**config.mk**
```make
export PLATFORM = sky130hd
export DESIGN_NAME = fifo_queue_param_flat
export DESIGN_NICKNAME = d
export VERILOG_FILES = /design/src/rtl/fifo_queue_param_if.sv /design/src/rtl/fifo_queue_param.sv /design/src/flat_wrapper.sv
export SDC_FILE = /design/constraint.sdc
export NUM_CORES = 1
export LEC_CHECK = 0
export ABC_AREA = 0
export BUFFER_PORTS_ARGS = -buffer_cell sky130_fd_sc_hd__buf_2
export CAP_MARGIN = 10
export CORE_MARGIN = 10
export CORE_UTILIZATION = 41
export CTS_CLUSTER_DIAMETER = 80
export CTS_CLUSTER_SIZE = 40
export DETAILED_ROUTE_END_ITERATION = 12
export SETUP_SLACK_MARGIN = 0.3
export SLEW_MARGIN = 15
export SYNTH_ARGS = -nofsm -noshare
export SYNTH_HDL_FRONTEND = slang
export SYNTH_SLANG_ARGS = --single-unit
```
**constraint.sdc**
```tcl
create_clock -name clk_in -period 6.7 [get_ports clk_in]
set_input_delay 0.335 -clock clk_in [delete_from_list [all_inputs] [get_ports clk_in]]
set_output_delay 0.335 -clock clk_in [all_outputs]
set_load 0.05 [all_outputs]
```
**src/rtl/fifo_queue_param_if.sv**
```systemverilog
// Push/pop handshake, flush and status bundle for fifo_queue_param.
// master = producer/consumer side, slave = the queue itself.
interface fifo_queue_param_if #(
    parameter int DATA_W = 32,
    parameter int OCC_W  = 4
);
    logic              flush_in;
    logic [DATA_W-1:0] request_in;
    logic              request_valid_in;
    logic              issue_ack_out;
    logic [DATA_W-1:0] request_out;
    logic              request_valid_out;
    logic              issue_ack_in;
    logic              is_empty_out;
    logic              is_full_out;
    logic              is_almost_full_out;
    logic              is_almost_empty_out;
    logic [OCC_W-1:0]  occupancy_out;
    logic [15:0]       reject_ctr_out;

    modport master (
        output flush_in, request_in, request_valid_in, issue_ack_in,
        input  issue_ack_out, request_out, request_valid_out,
               is_empty_out, is_full_out, is_almost_full_out,
               is_almost_empty_out, occupancy_out, reject_ctr_out
    );

    modport slave (
        input  flush_in, request_in, request_valid_in, issue_ack_in,
        output issue_ack_out, request_out, request_valid_out,
               is_empty_out, is_full_out, is_almost_full_out,
               is_almost_empty_out, occupancy_out, reject_ctr_out
    );
endinterface

```
**src/rtl/fifo_queue_param.sv**
```systemverilog
// Single-clock first-word-fall-through FIFO of arbitrary depth with occupancy,
// threshold flags, synchronous flush, optional full bypass and a saturating reject counter.
module fifo_queue_param #(
    parameter int    QUEUE_SIZE                 = 8,
    parameter int    QUEUE_PTR_WIDTH_IN_BITS    = 3,
    parameter int    SINGLE_ENTRY_WIDTH_IN_BITS = 32,
    parameter string STORAGE_TYPE               = "LUTRAM",
    parameter int    ALMOST_FULL_THRESHOLD      = 6,
    parameter int    ALMOST_EMPTY_THRESHOLD     = 2,
    parameter bit    ALLOW_FULL_BYPASS          = 1'b1
) (
    input logic               clk_in,
    input logic               reset_in,
    fifo_queue_param_if.slave bus
);

    localparam int PTR_W  = QUEUE_PTR_WIDTH_IN_BITS;
    localparam int OCC_W  = QUEUE_PTR_WIDTH_IN_BITS + 1;
    localparam int DATA_W = SINGLE_ENTRY_WIDTH_IN_BITS;

    localparam logic [PTR_W-1:0] LAST_IDX = PTR_W'(QUEUE_SIZE - 1);
    localparam logic [OCC_W-1:0] FULL_LVL = OCC_W'(QUEUE_SIZE);
    localparam logic [OCC_W-1:0] AF_LVL   = OCC_W'(ALMOST_FULL_THRESHOLD);
    localparam logic [OCC_W-1:0] AE_LVL   = OCC_W'(ALMOST_EMPTY_THRESHOLD);

    logic [PTR_W-1:0]  wr_ptr;
    logic [PTR_W-1:0]  rd_ptr;
    logic [OCC_W-1:0]  occ;
    logic [15:0]       reject_ctr;
    logic [DATA_W-1:0] head;
    logic              empty;
    logic              full;
    logic              pop;
    logic              push;
    logic              reject;

    // Explicit wrap so any depth works, not only powers of two.
    function automatic logic [PTR_W-1:0] ptr_next(input logic [PTR_W-1:0] p);
        return (p == LAST_IDX) ? '0 : p + 1'b1;
    endfunction

    function automatic logic [15:0] sat_inc(input logic [15:0] c);
        return (c == 16'hFFFF) ? c : c + 16'd1;
    endfunction

    assign empty = (occ == '0);
    assign full  = (occ == FULL_LVL);
    assign pop   = bus.issue_ack_in & ~empty & ~bus.flush_in;
    // reset_in gates the ack so no push is reported while reset is held.
    assign push  = ~reset_in & bus.request_valid_in & ~bus.flush_in
                 & (~full | (ALLOW_FULL_BYPASS & pop));
    assign reject = bus.request_valid_in & ~push & ~bus.flush_in;

    always_ff @(posedge clk_in or posedge reset_in) begin
        if (reset_in) begin
            wr_ptr     <= '0;
            rd_ptr     <= '0;
            occ        <= '0;
            reject_ctr <= '0;
        end else begin
            if (reject) begin
                reject_ctr <= sat_inc(reject_ctr);
            end
            if (bus.flush_in) begin
                wr_ptr <= '0;
                rd_ptr <= '0;
                occ    <= '0;
            end else begin
                if (push) begin
                    wr_ptr <= ptr_next(wr_ptr);
                end
                if (pop) begin
                    rd_ptr <= ptr_next(rd_ptr);
                end
                case ({push, pop})
                    2'b10:   occ <= occ + 1'b1;
                    2'b01:   occ <= occ - 1'b1;
                    default: occ <= occ;
                endcase
            end
        end
    end

    // Storage holds data only and is never reset; both styles read asynchronously.
    generate
        if (STORAGE_TYPE == "FLOPS") begin : g_flops
            logic [DATA_W-1:0] regs [QUEUE_SIZE];

            always_ff @(posedge clk_in) begin
                for (int i = 0; i < QUEUE_SIZE; i++) begin
                    if (push && (wr_ptr == PTR_W'(i))) begin
                        regs[i] <= bus.request_in;
                    end
                end
            end

            always_comb begin
                head = '0;
                for (int i = 0; i < QUEUE_SIZE; i++) begin
                    if (rd_ptr == PTR_W'(i)) begin
                        head = regs[i];
                    end
                end
            end
        end else begin : g_lutram
            logic [DATA_W-1:0] mem [QUEUE_SIZE];

            always_ff @(posedge clk_in) begin
                if (push) begin
                    mem[wr_ptr] <= bus.request_in;
                end
            end

            assign head = mem[rd_ptr];
        end
    endgenerate

    assign bus.issue_ack_out       = push;
    assign bus.request_out         = empty ? '0 : head;
    assign bus.request_valid_out   = ~empty;
    assign bus.is_empty_out        = empty;
    assign bus.is_full_out         = full;
    assign bus.is_almost_full_out  = (occ >= AF_LVL);
    assign bus.is_almost_empty_out = (occ <= AE_LVL);
    assign bus.occupancy_out       = occ;
    assign bus.reject_ctr_out      = reject_ctr;

endmodule

```
**src/flat_wrapper.sv**
```systemverilog
// flat-port wrapper written by rule: the top's interface ports become plain ports
module fifo_queue_param_flat 
#(
    parameter int    QUEUE_SIZE                 = 8,
    parameter int    QUEUE_PTR_WIDTH_IN_BITS    = 3,
    parameter int    SINGLE_ENTRY_WIDTH_IN_BITS = 32,
    parameter string STORAGE_TYPE               = "      ",
    parameter int    ALMOST_FULL_THRESHOLD      = 6,
    parameter int    ALMOST_EMPTY_THRESHOLD     = 2,
    parameter bit    ALLOW_FULL_BYPASS          = 1'b1
)
  (clk_in, reset_in, bus_flush_in, bus_request_in, bus_request_valid_in, bus_issue_ack_in, bus_issue_ack_out, bus_request_out, bus_request_valid_out, bus_is_empty_out, bus_is_full_out, bus_is_almost_full_out, bus_is_almost_empty_out, bus_occupancy_out, bus_reject_ctr_out);
  fifo_queue_param_if #(.DATA_W(32), .OCC_W(4)) bus_i ();
  input logic clk_in;
  input logic reset_in;
  input wire logic [$bits(bus_i.flush_in)-1:0] bus_flush_in;
  input wire logic [$bits(bus_i.request_in)-1:0] bus_request_in;
  input wire logic [$bits(bus_i.request_valid_in)-1:0] bus_request_valid_in;
  input wire logic [$bits(bus_i.issue_ack_in)-1:0] bus_issue_ack_in;
  output wire logic [$bits(bus_i.issue_ack_out)-1:0] bus_issue_ack_out;
  output wire logic [$bits(bus_i.request_out)-1:0] bus_request_out;
  output wire logic [$bits(bus_i.request_valid_out)-1:0] bus_request_valid_out;
  output wire logic [$bits(bus_i.is_empty_out)-1:0] bus_is_empty_out;
  output wire logic [$bits(bus_i.is_full_out)-1:0] bus_is_full_out;
  output wire logic [$bits(bus_i.is_almost_full_out)-1:0] bus_is_almost_full_out;
  output wire logic [$bits(bus_i.is_almost_empty_out)-1:0] bus_is_almost_empty_out;
  output wire logic [$bits(bus_i.occupancy_out)-1:0] bus_occupancy_out;
  output wire logic [$bits(bus_i.reject_ctr_out)-1:0] bus_reject_ctr_out;
  assign bus_i.flush_in = bus_flush_in;
  assign bus_i.request_in = bus_request_in;
  assign bus_i.request_valid_in = bus_request_valid_in;
  assign bus_i.issue_ack_in = bus_issue_ack_in;
  assign bus_issue_ack_out = bus_i.issue_ack_out;
  assign bus_request_out = bus_i.request_out;
  assign bus_request_valid_out = bus_i.request_valid_out;
  assign bus_is_empty_out = bus_i.is_empty_out;
  assign bus_is_full_out = bus_i.is_full_out;
  assign bus_is_almost_full_out = bus_i.is_almost_full_out;
  assign bus_is_almost_empty_out = bus_i.is_almost_empty_out;
  assign bus_occupancy_out = bus_i.occupancy_out;
  assign bus_reject_ctr_out = bus_i.reject_ctr_out;
  fifo_queue_param #(.QUEUE_SIZE(QUEUE_SIZE), .QUEUE_PTR_WIDTH_IN_BITS(QUEUE_PTR_WIDTH_IN_BITS), .SINGLE_ENTRY_WIDTH_IN_BITS(SINGLE_ENTRY_WIDTH_IN_BITS), .STORAGE_TYPE(STORAGE_TYPE), .ALMOST_FULL_THRESHOLD(ALMOST_FULL_THRESHOLD), .ALMOST_EMPTY_THRESHOLD(ALMOST_EMPTY_THRESHOLD), .ALLOW_FULL_BYPASS(ALLOW_FULL_BYPASS)) u_core (.clk_in(clk_in), .reset_in(reset_in), .bus(bus_i));
endmodule
```
**Word-level counts from Yosys, hierarchy flattened**

Memories as Yosys holds them, arrays and structs flattened.
Cells that the tools add are included.

- Bits in registers: 26
- Memories kept: 1
- Memory bits (writable): 256
- Output and inout port bits: 58

- Add/sub/neg operators: 5
- Equality and inequality tests: 6
- Bitwise logic cells: 14
- Order comparisons: 2
- Muxes and demuxes: 11
- Reduce and logical (&&, ||, !) cells: 5

Memories:

| name | depth | width | rd ports | clocked after memory_dff | write ports | RTL line | source |
|---|---|---|---|---|---|---|---|
| u_core.g_lutram.mem | 8 | 32 | 1 | 0 | 1 | fifo_queue_param.sv:106 | `logic [DATA_W-1:0] mem [QUEUE_SIZE];` |

Operators by type and width:

| kind | count |
|---|---|
| 32-bit 2-to-1 mux | 1 |
| 3-bit 2-to-1 mux | 6 |
| 16-bit by 1-bit adder with 16-bit output (second input constant) | 1 |
| 16-bit equality test (second input constant) | 1 |
| 4-bit case mux with 2 select lines | 1 |
| 1-bit AND | 7 |
| 3-bit by 1-bit adder with 3-bit output (second input constant) | 2 |
| 3-bit equality test (second input constant) | 2 |
| 1-bit NOT | 6 |
| 4-bit by 1-bit adder with 4-bit output (second input constant) | 1 |
| 4-bit equality test (second input constant) | 1 |
| 4-bit by 3-bit greater-or-equal comparator with 1-bit output (second input constant) | 1 |
| 4-bit by 2-bit less-or-equal comparator with 1-bit output (second input constant) | 1 |
| 4-bit logical NOT | 1 |
| 4-bit 2-to-1 mux | 1 |
| 2-bit nonzero test | 2 |
| 4-bit by 1-bit subtractor with 4-bit output (second input constant) | 1 |
| 3-bit nonzero test | 1 |
| 2-bit by 1-bit equality test with 1-bit output (second input constant) | 1 |
| 2-bit equality test (second input constant) | 1 |
| 1-bit 2-to-1 mux | 2 |
| 2-bit AND reduction | 1 |
| 1-bit OR | 1 |

**Depth between registers and ports, before layout**

Gate-level depths: netlist of run 1.

- Depth in word-level cells: 10
- Gate-level depth with buffers: 9
- Gate-level depth less buffers: 7

**Worst setup path after synthesis of run 1**

No wires, ideal clock.

- Path kind: register to register
- Start: reg u_core.occ[0], in the netlist u_core.bus.occupancy_out[0]
- End: mem u_core.g_lutram.mem[0][0] (enable)
- Path buffers: 1
- Stages on the path, launching flop included: 5
- Data arrival time: 5.390 ns
- Path slack: 0.797 ns
- Path through: dfrtp_1 -> nor4b_4 -> a211oi_1 -> clkbuf_1 -> nor4b_1

RTL lines:

| item | RTL line | source |
|---|---|---|
| start: declaration | fifo_queue_param.sv:28 | `logic [OCC_W-1:0] occ;` |
| start signal: assignment | fifo_queue_param.sv:76 | `2'b10: occ <= occ + 1'b1;` |
| start signal: assignment | fifo_queue_param.sv:77 | `2'b01: occ <= occ - 1'b1;` |
| 4-bit equality test | fifo_queue_param.sv:47 | `assign full = (occ == FULL_LVL);` |
| net bus_is_full_out | flat_wrapper.sv:24 | `output wire logic [$bits(bus_i.is_full_out)-1:0] bus_is_full_out;` |
| 1-bit NOT | fifo_queue_param.sv:51 | `& (~full \| (ALLOW_FULL_BYPASS & pop));` |
| 1-bit OR | fifo_queue_param.sv:51 |  |
| 1-bit AND | fifo_queue_param.sv:51 |  |
| net bus_issue_ack_out | flat_wrapper.sv:20 | `output wire logic [$bits(bus_i.issue_ack_out)-1:0] bus_issue_ack_out;` |
| 1-bit 2-to-1 mux | fifo_queue_param.sv:109 | `if (push) begin` |
| 1-bit 2-to-1 mux (implied by the code) | fifo_queue_param.sv:110 | `mem[wr_ptr] <= bus.request_in;` |
| end: declaration | fifo_queue_param.sv:106 |  |

The timed path passes the listed nets, and every way through them passes these cells.

**Worst setup path in the final report of run 1**

- Start: reg u_core.occ[0], in the netlist u_core.bus.occupancy_out[0]
- End: out bus_request_out[12]

- Word-level cells in the longest chain between the ends: 2

RTL lines:

| item | RTL line | source |
|---|---|---|
| 4-bit logical NOT | fifo_queue_param.sv:46 | `assign empty = (occ == '0);` |
| 32-bit 2-to-1 mux | fifo_queue_param.sv:119 | `assign bus.request_out = empty ? '0 : head;` |
| end: declaration | flat_wrapper.sv:21 | `output wire logic [$bits(bus_i.request_out)-1:0] bus_request_out;` |

Every way passes these cells.

==> impl_metrics.yaml, run 1 <==
placed_design:
  port_buffers: 94
  dpl.hpwl_mm: 13.98
  gp_congestion: 0.7416
  dp_worst_setup_slack_ns: 3.576
setup_path:
  end_kind: "output pin"
  crit_fanout: 17
  cp.arrival_ns: 3.07
  worst_setup_path_start_kind: "flip-flop"
  crit_required_ns: 6.36
  crit_type: "flip-flop to output pin"
global_route:
  overflow: 0
  antenna_found_initial: 1
  grt_max_degree: 54
  grt_pass1_wl_mm: 36.31
  grtUsageTotal_pct: 13.73
  first_global_vias: 6045
timing:
  slew_viol_final: 0
  finalWorstSetupSlack_ns: 3.291
  setup_viol: 0
  relSlewSlack_pct: 32.83
  timing.final.crit_share_pct: 50.88
  hold_viol: 0
  max_freq_mhz: 293.3
  finalClockSkew_ns: 0.02222
  rsz0062_at_grt: "no"
  fin_setup_tns_ns: 0
  worstMarginPinSlew_ns: 1.001
  post-route-min-period_ns: 3.409
cts:
  cts_tree: "yes"
  clk_path_buf_depth: 3
  clkTransAtPathRegs_ns: 0.11
  htreeDepth: 1
  cts_buffers: 15
  numClockSinks: 282
  worstSkewPairLatency_ns: 0.50
  cts-root-buf: "clkbuf_16"
floorplan:
  core_sq_um: 27030
  pin_count: 95
  dieArea_sq_um: 34500
  start_util_pct: 41.68
  die_height_microns: 185.7
  rows: 60
  die_w_microns: 185.7
synth:
  syn_inst: 566
  synth_area_sq_um: 11260
  synth.top_cells.by_area: "edfxtp_1 68%, mux4_2 13%, dfrtp_1 5.8%"
  synth_flop_cell: "edfxtp_1"
  synth_seq_cells: 282
  synth.distinct_cells: 46
  seq_area_frac_synth_pct: 74.03
  yosysWarnings: 0
  synth_top_area_share_pct: 68.25
  syn_area_per_cell_sq_um: 19.90
  synth_top_area_cell: "edfxtp_1"
  synth_edf_count: 256
  syn-num-nets: 610
  synthArstFlopShare_pct: 9.220
finish:
  final_cell_mix: "256 x edfxtp_1, 94 x buf_2, 64 x mux4_2"
  fin_nets: 714
  layout_commonest_cell: "edfxtp_1"
  drive_above_1_share_pct: 32.74
  syn2layout_area_growth_pct: 13.60
drt:
  wl_mm: 23.67
  drc: 0
  routedWlPerCell_microns: 23.18
  ant_nets: 0
  via_per_inst: 5.482
  drt_pass1_iterations: 5
  drt-initial-drc-count: 416
  via_count: 5597
run:
  maxCapViolations: 0
outcome:
  status: "finished clean"
power:
  vdd_ir_drop_max_mv: 0.2379
  power_leakage_nw: 4.216
  power_density_nw_per_um2: 281.8
min_path:
  hold_class: "input port to flip-flop"
## flip-flops by register name (all words and copies together), names as in the netlist
name and cells:
u_core.bus.occupancy_out 4, u_core.bus.reject_ctr_out 16, u_core.g_lutram.mem 256, u_core.rd_ptr 3
u_core.wr_ptr 3
## cells by family (layout without fill, tap and decap cells)
logic type / count (synthesis) / in the layout / synth area share, %
compound gates: 32 / 32 / 2.199
fa+ha+maj: 7 / 7 / 0.7776
other cells: 0 / 2 / 0
xor+xnor: 16 / 16 / 1.244
mux: 99 / 99 / 15.93
buf+inv: 34 / 146 / 1.311
flops: 282 / 282 / 74.03
simple gates: 96 / 96 / 4.510
## stage by stage
| stage | power [mW] | hold WS, ns | cell area, sq um | std cells | util [%] |
|---|---|---|---|---|---|
| 2_1_floorplan | 2.428 | 0.3750 | 11260 | 566 | - |
| 3_3_place_gp | 2.569 | 0.4995 | 12250 | 993 | 45.31 |
| 3_5_place_dp | 2.580 | 0.5159 | 12250 | 993 | 45.31 |
| 4_1_cts | 3.655 | 0.06260 | 12780 | 1018 | 47.27 |
| 5_1_grt | 3.753 | 0.08302 | 12790 | 1019 | 47.32 |
| 6_report | 3.606 | 0.09063 | 12790 | 1021 | 47.34 |
## final cells by class
cell class / count / area [sq um]
fill: 2276 / 14230
sequential: 282 / 8344
multi-input combinational: 250 / 2831
timing repair buffer: 115 / 634.4
tap: 341 / 426.7
clock buffer: 15 / 375.4
clock inverter: 10 / 155.1
inverter: 6 / 22.52
antenna: 2 / 5.005
## cells in the mapped netlist, drive strengths merged (3+ instances only)
master and n:
edfxtp 256, mux4 64, nor2 38, mux2i 33
dfrtp 26, buf 17, xnor2 14, nand2 13
clkbuf 11, nand3 8, ha 7, inv 6
nand4 6, a21oi 5, and3 5, o2111ai 5
o21ai 5, nor3 4, nor3b 4, o211ai 4
a21o 3, and4 3, nand2b 3
## where the power goes
group | internal (mW) | total (mW) | switching, mW
clock network | 0.462 | 1.08 | 0.613
logic | 0.170 | 0.546 | 0.377
registers | 1.94 | 1.98 | 0.0393
total | 2.58 | 3.61 | 1.03
## worst max-delay path: stages (launching register included)
cell and delay, ns:
dfrtp_1 0.51, or4_4 0.65, inv_1 0.64, buf_4 0.40
nor2_1 0.13, buf_2 0.23
## repair_timing
item / in CTS / in global routing
buffers inserted: 0 / 0
hold buffers: 0 / 1
gates resized for setup: 0 / 0
hold endpoints to repair: 0 / 7
setup endpoints to repair: 0 / 0
## final timing paths
path | from | endpoint | slack, ns | cells after the start
setup / recovery | u_core.bus.occupancy_out[0]$_DFFE_PP0P_ | bus_request_out[12] | 3.29 | 5
hold / removal | bus_request_in[25] | u_core.g_lutram.mem[5][25]$_DFFE_PP_ | 0.09 | 1
setup reg to reg | u_core.bus.occupancy_out[0]$_DFFE_PP0P_ | u_core.bus.occupancy_out[3]$_DFFE_PP0P_ | 4.03 | 7
hold reg to reg | u_core.bus.reject_ctr_out[9]$_DFFE_PP0P_ | u_core.bus.reject_ctr_out[9]$_DFFE_PP0P_ | 0.53 | 1
max in group asynchronous | reset_in | u_core.rd_ptr[0]$_DFFE_PP0P_ | 5.69 | 3
min in group asynchronous | reset_in | u_core.bus.occupancy_out[3]$_DFFE_PP0P_ | 0.49 | 3
## per-layer routing
metal / part of all wire, % / wire [microns] / GRT usage (%)
met1: 44 / 10520 / 18.29
met2: 50 / 11730 / 23.16
met3: 4.6 / 1095 / 2.574
met4: 1.4 / 325 / 2.548
met5: 0 / 0 / 0
Note: power is estimated with default switching activity, not from simulation.
==> run 2, diff against run 1 <==
==> constraint.sdc (replaced) <==
create_clock -name clk_in -period 3 [get_ports clk_in]
set_input_delay 0.15 -clock clk_in [delete_from_list [all_inputs] [get_ports clk_in]]
set_output_delay 0.15 -clock clk_in [all_outputs]
set_load 0.05 [all_outputs]
==> run 2 against run 1 <==
Effect of this change: total power up 120%; largest cell class unchanged; count of clock-buffer cells in the layout rose by 1; setup slack got worse by 2.9 ns; first-iteration DRC count up 9.1%.
==> impl_metrics.yaml, run 2 (synthesized netlist as in run 1, its figures left out) <==
setup_path:
  slowest_delay_ns: 0.62
  crit_required_ns: 2.85
  r2r-end: "u_core.bus.occupancy_out[3]$_DFFE_PP0P_"
  path_buf_inv: 3
  reg2reg_depth: 7
  crit_path_cell_trace: "or4_4 -> inv_1 -> clkbuf_8 -> nor2_1 -> buf_2"
  end_kind: "output pin"
  cpLargestDelayFamily: "simple AND/OR/NAND/NOR gates"
  r2r_start: "u_core.bus.occupancy_out[0]$_DFFE_PP0P_"
  crit_path_top_delay_cell: "or4_4"
  cp.arrival_ns: 2.44
  worst_setup_path_start_kind: "flip-flop"
  crit_fanout: 33
  rrSetupSlack_ns: 0.45
  crit_type: "flip-flop to output pin"
power:
  power_leakage_nw: 4.401
  vdd_ir_drop_max_mv: 0.4802
  pwr-share-comb_pct: 16.5
  power_frac_seq_pct: 55.2
  switchingPower_mw: 2.240
  internal_power_mw: 5.788
  p_sw_share_pct: 27.90
  power_density_nw_per_um2: 602.9
  pwr-share-clk_pct: 28.3
min_path:
  hp-start: "bus_request_valid_in"
  min_to: "u_core.bus.occupancy_out[0]$_DFFE_PP0P_"
  hold_class: "input port to flip-flop"
  min_path_cells: 5
drt:
  wl_mm: 23.68
  ant_nets: 0
  drc: 0
  routedWlPerCell_microns: 22.30
  via_per_inst: 5.412
  drt_pass1_iterations: 5
  via_count: 5748
  drt-initial-drc-count: 454
global_route:
  grtUsageTotal_pct: 13.75
  grt_max_degree: 40
  antenna_found_initial: 1
  first_global_vias: 6224
  overflow: 0
  grt_pass1_wl_mm: 36.27
finish:
  fill_cells: 2235
  largest_register_ffs: 256
  layout_commonest_cell: "edfxtp_1"
  final_cell_mix: "256 x edfxtp_1, 94 x buf_2, 64 x mux4_2"
  fin_nets: 756
  syn2layout_area_growth_pct: 18.24
  drive_above_1_share_pct: 32.36
  top_register: "u_core.g_lutram.mem"
cts:
  cts-root-buf: "clkbuf_16"
  clk_path_buf_depth: 3
  worstSkewPairLatency_ns: 0.51
  clkTransAtPathRegs_ns: 0.11
  htreeDepth: 1
  numClockSinks: 282
  cts_buffers: 14
  cts_tree: "yes"
timing:
  finalClockSkew_ns: 0.02754
  relSlewSlack_pct: 34.59
  timing.final.crit_share_pct: 86.37
  rsz0062_at_grt: "no"
  setup_viol: 0
  post-route-min-period_ns: 2.591
  hold_viol: 0
  finalWorstSetupSlack_ns: 0.4089
  fin_setup_tns_ns: 0
  max_freq_mhz: 385.9
  slew_viol_final: 0
  worstMarginPinSlew_ns: 0.9800
floorplan:
  rows: 60
  core_sq_um: 27030
  start_util_pct: 41.68
  dieArea_sq_um: 34500
  die_w_microns: 185.7
  pin_count: 95
  die_height_microns: 185.7
run:
  maxCapViolations: 0
placed_design:
  port_buffers: 94
  dp_worst_setup_slack_ns: 0.4829
  gp_congestion: 0.8280
  dpl.hpwl_mm: 14.32
outcome:
  status: "finished clean"
==> run 2: cell count changes in the layout (fill, tap and decap cells not counted), moves of 2 or more <==
| cell | change |
|---|---|
| dlygate4sd3_1 | +35 |
| nor3_2 | -2 |
| inv_12 | -2 |
| nor3_4 | +2 |
| dfrtp_2 | +4 |
| dfrtp_1 | -4 |
| buf_12 | +6 |
| nor3b_2 | -3 |
| clkinv_8 | -2 |
| nor3b_4 | +3 |
==> run 2: repair_timing <==
| action | CTS | global route |
|---|---|---|
| endpoints found under the hold margin | 287 | 0 |
| hold buffers | 36 | 0 |
| setup endpoints to repair | 29 | 2 |
| buffers inserted | 4 | 0 |
| gates resized for setup | 1 | 1 |
==> run 2: how the worst max path moves through the flow <==
stage | endpoint | cells after the start | slack, ns | from
finish | bus_request_out[31] | 5 | 0.41 | u_core.bus.occupancy_out[0]$_DFFE_PP0P_
global route | bus_request_out[31] | 5 | 0.32 | u_core.bus.occupancy_out[0]$_DFFE_PP0P_
CTS | bus_request_out[0] | 5 | 0.36 | u_core.bus.occupancy_out[0]$_DFFE_PP0P_
detailed placement | u_core.bus.occupancy_out[3]$_DFFE_PP0P_ | 7 | 0.48 | u_core.bus.occupancy_out[0]$_DFFE_PP0P_
global placement | u_core.bus.occupancy_out[3]$_DFFE_PP0P_ | 7 | 0.53 | u_core.bus.occupancy_out[0]$_DFFE_PP0P_
floorplan | u_core.g_lutram.mem[0][0]$_DFFE_PP_ | 5 | 0.13 | u_core.bus.occupancy_out[1]$_DFFE_PP0P_
==> run 2: area by class of cell <==
| cell class | instances | area, sq um | area share [%] |
|---|---|---|---|
| Multi-Input combinational cell | 250 | 2889 | 21.69 |
| Sequential cell | 282 | 8349 | 62.69 |
| Antenna cell | 1 | 2.502 | 0.01879 |
| Timing Repair Buffer | 158 | 1142 | 8.578 |
| Inverter | 6 | 22.52 | 0.1691 |
| Clock buffer | 16 | 379.1 | 2.847 |
| Tap cell | 341 | 426.7 | 3.204 |
| Clock inverter | 8 | 106.4 | 0.7986 |
==> run 2: metal layers <==
| metal | part of all wire [%] | track usage [%] | vias to the layer above |
|---|---|---|---|
| met5 | 0 | 0 | - |
| met4 | 1.0 | 2.386 | 0 |
| met3 | 5.1 | 2.515 | 17 |
| met2 | 50 | 23.61 | 116 |
| met1 | 43 | 18.06 | 3030 |
| li1 | - | - | 2585 |
==> run 2: power groups by stage <==
stage | sequential, mW | combinational, mW | clock [mW]
floorplan | 4.62 | 0.826 | 0
global placement | 4.54 | 1.22 | 0
detailed placement | 4.55 | 1.25 | 0
CTS | 4.43 | 1.35 | 2.36
global route | 4.44 | 1.42 | 2.47
finish | 4.43 | 1.32 | 2.28
==> run 2: stage by stage <==
stage	power, mW	utilization (%)	instances	instance area, sq um	hold WS (ns)
after CTS	8.136	49.26	1061	13310	0.3500
after floorplan	5.441	-	566	11390	0.1897
final	8.029	49.28	1062	13320	0.3706
after detailed placement	5.790	45.88	997	12400	0.4170
after global placement	5.757	45.88	997	12400	0.4066
after global routing	8.323	49.28	1062	13320	0.4089
==> run 2: worst register-to-register path, cell delays in order, from the launching register on <==
cell      delay [ns]
dfrtp_2         0.50
or4_4           0.62
and3_1          0.28
ha_4            0.30
a31o_2          0.14
a31oi_1         0.04
a221oi_2        0.20
mux2_1          0.35
